### config.mk
export PLATFORM = sky130hd
export DESIGN_NAME = prach_hb1_interp_ch
export DESIGN_NICKNAME = d
export VERILOG_FILES = /design/src/rtl/prach_hb1_interp_ch.sv
export SDC_FILE = /design/constraint.sdc
export NUM_CORES = 2
export LEC_CHECK = 0
export ABC_AREA = 1
export BUFFER_PORTS_ARGS = -buffer_cell sky130_fd_sc_hd__buf_4
export CAP_MARGIN = 40
export CORE_MARGIN = 5
export CORE_UTILIZATION = 55
export DETAILED_ROUTE_END_ITERATION = 7
export GPL_TIMING_DRIVEN = 0
export PLACE_DENSITY_LB_ADDON = 0.05
export SYNTH_ARGS = -nofsm -noshare
export SYNTH_HDL_FRONTEND = slang
export SYNTH_SLANG_ARGS = --single-unit
### constraint.sdc
create_clock -name clk -period 7 [get_ports clk]
set_clock_uncertainty 0.05 [all_clocks]
set_input_delay 2.1 -clock clk [delete_from_list [all_inputs] [get_ports clk]]
set_output_delay 2.1 -clock clk [all_outputs]
set_load 0.03 [all_outputs]
### src/rtl/prach_hb1_interp_ch.sv
// ---------------------------------------------------------------------------
// prach_hb1_interp_ch
// 2x half-band interpolator, time-multiplexed over up to NUM_CHANNEL channels.
// Each valid input sample of a channel produces one polyphase output pair:
//   dout_dp1 - centre-tap phase, the channel's previous sample x[n-1], unscaled
//   dout_dp2 - filtered phase, sat16((c0*(x0+x3) + c1*(x1+x2) + 2^15) >>> 16)
// Each channel keeps its own 3-deep sample history. All control fields travel
// alongside the data through a fixed 4-register pipeline.
//
// Ports
//   clk       in   single clock
//   rst_n     in   asynchronous active-low reset
//   din_dq    in   16b signed sample, fi(1,16,15)
//   din_dv    in   input sample valid
//   din_chn   in   8b channel tag (low bits select the history slot)
//   sync_in   in   frame sync, carried along with the data
//   dout_dp1  out  16b centre phase
//   dout_dp2  out  16b filtered phase, rounded and saturated
//   dout_dv   out  output pair valid (din_dv delayed by LATENCY)
//   dout_chn  out  8b channel tag, all bits carried through
//   sync_out  out  sync_in delayed by LATENCY
// ---------------------------------------------------------------------------
module prach_hb1_interp_ch #(
    parameter int NUM_CHANNEL = 16,
    // Pipeline depth; the datapath below is built for exactly 4 stages.
    parameter int LATENCY     = 4
) (
    input  logic               clk,
    input  logic               rst_n,
    input  logic signed [15:0] din_dq,
    input  logic               din_dv,
    input  logic        [7:0]  din_chn,
    input  logic               sync_in,
    output logic signed [15:0] dout_dp1,
    output logic signed [15:0] dout_dp2,
    output logic               dout_dv,
    output logic        [7:0]  dout_chn,
    output logic               sync_out
);

    localparam int CW = $clog2(NUM_CHANNEL);

    // Half-band even-phase taps, fi(1,18,17)
    localparam logic signed [17:0] C0  = -18'sd4134;
    localparam logic signed [17:0] C1  =  18'sd36901;
    // Half-LSB of the >>>16 result, for round-half-up
    localparam logic signed [35:0] RND =  36'sd32768;

    // -----------------------------------------------------------------------
    // Per-channel history: hist[ch][0] = x1, [1] = x2, [2] = x3
    // -----------------------------------------------------------------------
    logic [2:0][15:0] hist [NUM_CHANNEL];
    logic [CW-1:0]    idx;
    logic [2:0][15:0] cur;

    // Tags above NUM_CHANNEL-1 alias onto the low bits.
    assign idx = din_chn[CW-1:0];
    assign cur = hist[idx];

    // The read above is combinational from the registered array, so a write
    // at this edge is seen by a same-channel sample on the very next cycle.
    always_ff @(posedge clk or negedge rst_n) begin
        if (!rst_n) begin
            for (int i = 0; i < NUM_CHANNEL; i++) hist[i] <= '0;
        end else if (din_dv) begin
            hist[idx] <= {cur[1], cur[0], din_dq};
        end
    end

    // -----------------------------------------------------------------------
    // Stage 1: symmetric presums (17b, cannot overflow)
    // -----------------------------------------------------------------------
    logic signed [16:0] a1, b1;
    logic signed [15:0] d1_1;

    always_ff @(posedge clk or negedge rst_n) begin
        if (!rst_n) begin
            a1   <= '0;
            b1   <= '0;
            d1_1 <= '0;
        end else begin
            a1   <= {din_dq[15], din_dq} + {cur[2][15], cur[2]};
            b1   <= {cur[0][15], cur[0]} + {cur[1][15], cur[1]};
            d1_1 <= cur[0];
        end
    end

    // -----------------------------------------------------------------------
    // Stage 2: products, 17b x 18b -> 35b
    // -----------------------------------------------------------------------
    logic signed [34:0] pa2, pb2;
    logic signed [15:0] d1_2;

    always_ff @(posedge clk or negedge rst_n) begin
        if (!rst_n) begin
            pa2  <= '0;
            pb2  <= '0;
            d1_2 <= '0;
        end else begin
            pa2  <= 35'(a1) * 35'(C0);
            pb2  <= 35'(b1) * 35'(C1);
            d1_2 <= d1_1;
        end
    end

    // -----------------------------------------------------------------------
    // Stage 3: sum plus rounding constant; 36b holds the worst case exactly
    // -----------------------------------------------------------------------
    logic signed [35:0] s3;
    logic signed [15:0] d1_3;

    always_ff @(posedge clk or negedge rst_n) begin
        if (!rst_n) begin
            s3   <= '0;
            d1_3 <= '0;
        end else begin
            s3   <= 36'(pa2) + 36'(pb2) + RND;
            d1_3 <= d1_2;
        end
    end

    // -----------------------------------------------------------------------
    // Stage 4: take bits [35:16] (>>>16 folds in the x2 interpolation gain)
    // and clip to 16b
    // -----------------------------------------------------------------------
    logic signed [19:0] q;
    logic signed [15:0] q_sat;

    assign q = s3[35:16];

    always_comb begin
        q_sat = q[15:0];
        if (q > 20'sd32767)
            q_sat = 16'sh7fff;
        else if (q < -20'sd32768)
            q_sat = 16'sh8000;
    end

    always_ff @(posedge clk or negedge rst_n) begin
        if (!rst_n) begin
            dout_dp1 <= '0;
            dout_dp2 <= '0;
        end else begin
            dout_dp1 <= d1_3;
            dout_dp2 <= q_sat;
        end
    end

    // -----------------------------------------------------------------------
    // Control side-band: valid, tag and sync shifted alongside the data
    // -----------------------------------------------------------------------
    logic [LATENCY:1]       vld_pipe;
    logic [LATENCY:1]       sync_pipe;
    logic [LATENCY:1][7:0]  chn_pipe;

    always_ff @(posedge clk or negedge rst_n) begin
        if (!rst_n) begin
            vld_pipe  <= '0;
            sync_pipe <= '0;
            chn_pipe  <= '0;
        end else begin
            vld_pipe  <= {vld_pipe[LATENCY-1:1], din_dv};
            sync_pipe <= {sync_pipe[LATENCY-1:1], sync_in};
            chn_pipe  <= {chn_pipe[LATENCY-1:1], din_chn};
        end
    end

    assign dout_dv  = vld_pipe[LATENCY];
    assign sync_out = sync_pipe[LATENCY];
    assign dout_chn = chn_pipe[LATENCY];

endmodule

==> flow_metrics.env <==
export IMPL_crit_start="din_chn[0]"
export IMPL_synth_top_family_by_area="compound AO/OA/AOI/OAI gates"
export IMPL_layout_nets=6548
export IMPL_synth_edff_count=0
export IMPL_area_delta_synth_final_pct=11.4
export IMPL_die_area_sq_um=104000
export IMPL_wire_per_inst_um=22.9
export IMPL_avgSynthCellArea_sq_um=9.15
export IMPL_io_pins=70
export IMPL_seq_area_sq_um=25100
export IMPL_critPathRequiredTime_ns=7.49
export IMPL_grt_pass1_wl_um=259000
export IMPL_yosysSeqAreaShare=0.468
export IMPL_synth_nets=6356
export IMPL_crit_fanout=10
export IMPL_clk_latency_ns=0.72
export IMPL_fp_dieW_um=322
export IMPL_cts_tree="built"
export IMPL_cap_viol_max_count=0
export IMPL_synth_area_sq_um=53700
export IMPL_yosysTopAreaCellShare=0.468
export IMPL_period_minus_slack_ns=6.57
export IMPL_ys_warn_count=0
export IMPL_reg2reg_slack_ns=1.15
export IMPL_synthTopCellsByArea="dfrtp_1 (47%), nand2_1 (8.4%), ha_1 (6.8%)"
export IMPL_num_rows=114
export IMPL_vias_per_cell=5.70
export IMPL_vias=42323
export IMPL_setup_viol=0
export IMPL_cts_buffers=107
export IMPL_synth_area_leader_cell="dfrtp_1"
export IMPL_hp_class="reg2reg"
export IMPL_holdWs_ns=0.290
export IMPL_post_route_util=0.617
export IMPL_clockRootBuffer="clkbuf_16"
export IMPL_synthMuxAreaShare=0.0315
export IMPL_initial_utilization=0.554
export IMPL_synth_fa_ha_area_frac=0.130
export IMPL_synth_ff_type="dfrtp_1"
export IMPL_drc=0
export IMPL_synth_distinct_cells=47
export IMPL_drt_iter0_markers=4389
export IMPL_fin_area_sq_um=59800
export IMPL_dpl_cell_area_sq_um=56100
export IMPL_post_cts_resized=0
export IMPL_port_buffers=69
export IMPL_synth_common_cells="nand2_1 (1205), dfrtp_1 (1005), inv_1 (891)"
export IMPL_synth_compound_area_frac=0.139
export IMPL_crit_arrival_ns=7.06
export IMPL_max_slew_margin_rel=0.305
export IMPL_coreArea_sq_um=96900
export IMPL_ant_nets=0
export IMPL_synthCells=5870
export IMPL_min_from="d1_2[8]$_DFF_PN0_"
export IMPL_drtPass1Iterations=6
export IMPL_ys_ff_latch=1005
export IMPL_status="complete, no violations"
export IMPL_grt_max_degree=156
export IMPL_drt_wl_total_um=170000
export IMPL_final_hold_violation_count=0
export IMPL_dp_hpwl_um=127000
export IMPL_cts_sinks=1005
export IMPL_ctsHoldBuffers=0
export IMPL_finalMaxSlewViolations=0
export IMPL_yosysMostFrequentCell="nand2_1"
export IMPL_grtUsageTotal=0.329
export IMPL_gp_congestion=1.00
export IMPL_max_freq_mhz=152
export IMPL_crit_path_end_kind="register"
export IMPL_tightest_slew_ns=1.04
export IMPL_synthArstFlopShare=1.00
export IMPL_die_height_um=322
export IMPL_grt_pass1_vias=42081
export IMPL_drive_gt1_frac=0.101
export IMPL_path_clk_slew_ns=0.06
export IMPL_post_place_ws_ns=0.00301
export IMPL_multi_input_area_sq_um=23800
export IMPL_final_period_utilization=0.939
export IMPL_clockBufferDepth=3
export IMPL_start_kind="input pin"
export IMPL_rsz0062_at_grt="false"
export IMPL_post_cts_buffers=0
export IMPL_htree_levels=3
export IMPL_overflow=0
export IMPL_antenna_cells=0
export IMPL_yosys_area_share_simple=0.123
export IMPL_layout_setup_ws_ns=0.430
export IMPL_r2r_start="a1[16]$_DFF_PN0_"
export IMPL_n_fill_cell=8372
export IMPL_synth_xor_area_share=0.0194
export IMPL_antenna_found_initial=6
export IMPL_crit_type="in2reg"
==> worst max-delay path, stage by stage <==
cell      delay, ns
buf_4          0.15
nand2_1        0.32
buf_2          0.30
clkbuf_1       0.61
clkbuf_1       0.67
o221ai_1       0.29
nand2_1        0.12
nand4_1        0.49
ha_1           0.58
nand2_1        0.08
nand2_1        0.04
o21bai_1       0.14
nor2_1         0.24
o21bai_1       0.10
a21oi_1        0.21
o21ai_0        0.17
a21oi_1        0.21
or2_2          0.14
nand2_1        0.08
==> stage by stage <==
step           setup TNS, ns  cells
4_1_cts                    0   7425
6_report                   0   7425
5_1_grt                    0   7425
3_3_place_gp        -8195.68   7215
2_1_floorplan              0   5870
3_5_place_dp               0   7229
==> worst paths after layout <==
kind / depth (start not counted) / to
setup / recovery: 19 / a1[12]$_DFF_PN0_
hold / removal: 0 / d1_3[8]$_DFF_PN0_
setup reg to reg: 18 / pa2[30]$_DFF_PN0_
hold reg to reg: 0 / d1_3[8]$_DFF_PN0_
max in group asynchronous: 3 / hist[613]$_DFFE_PN0P_
min in group asynchronous: 1 / dout_chn[6]$_DFF_PN0_
==> cells by family after synthesis <==
kind of cell	after synthesis
xor gates and xnor gates	119
AOI/OAI and AO/OA	1321
adders and majority gates	458
DFF	1005
muxes	150
buffers and inverters	1214
and+or+nand+nor	1603
==> metal layers <==
layer  vias up  track usage  wire, um
li1      19425            -         -
met2      1692        0.534     79000
met5         -            0        13
met4         2        0.150      9180
met1     20828        0.437     68500
met3       376       0.0600     13500
==> flip-flops by register name, summed over array words and instances, names as in the netlist, 8 cells and up <==
register and flops:
a1 17, b1 17, chn_pipe 24, d1_1 16, d1_2 16, d1_3 16, dout_chn 8, dout_dp1 16
dout_dp2 16, hist 768, pa2 30, pb2 33, s3 20
==> layout make-up <==
type | count | share of cell area
clock inverters | 42 | 0.00935
well taps | 1276 | 0.0267
multi-input cells | 3651 | 0.398
plain buffers | 289 | 0.0215
flip-flops and latches | 1005 | 0.421
inverters | 925 | 0.0581
clock buffers | 154 | 0.0523
repair buffers | 83 | 0.0136
==> cell usage in the layout (no fill, tap or decap), drive strengths merged, types with 120 or more instances in the layout <==
cell and instances:
mux2 150, clkbuf 291, nor2 230, buf 235, inv 911, nand2 1208, o21ai 769, a22oi 120
dfrtp 1005, a21oi 218, fa 166, ha 292
Power is not shown: default switching activity piles up to over one toggle a cycle in this logic, so the estimate is an artifact.
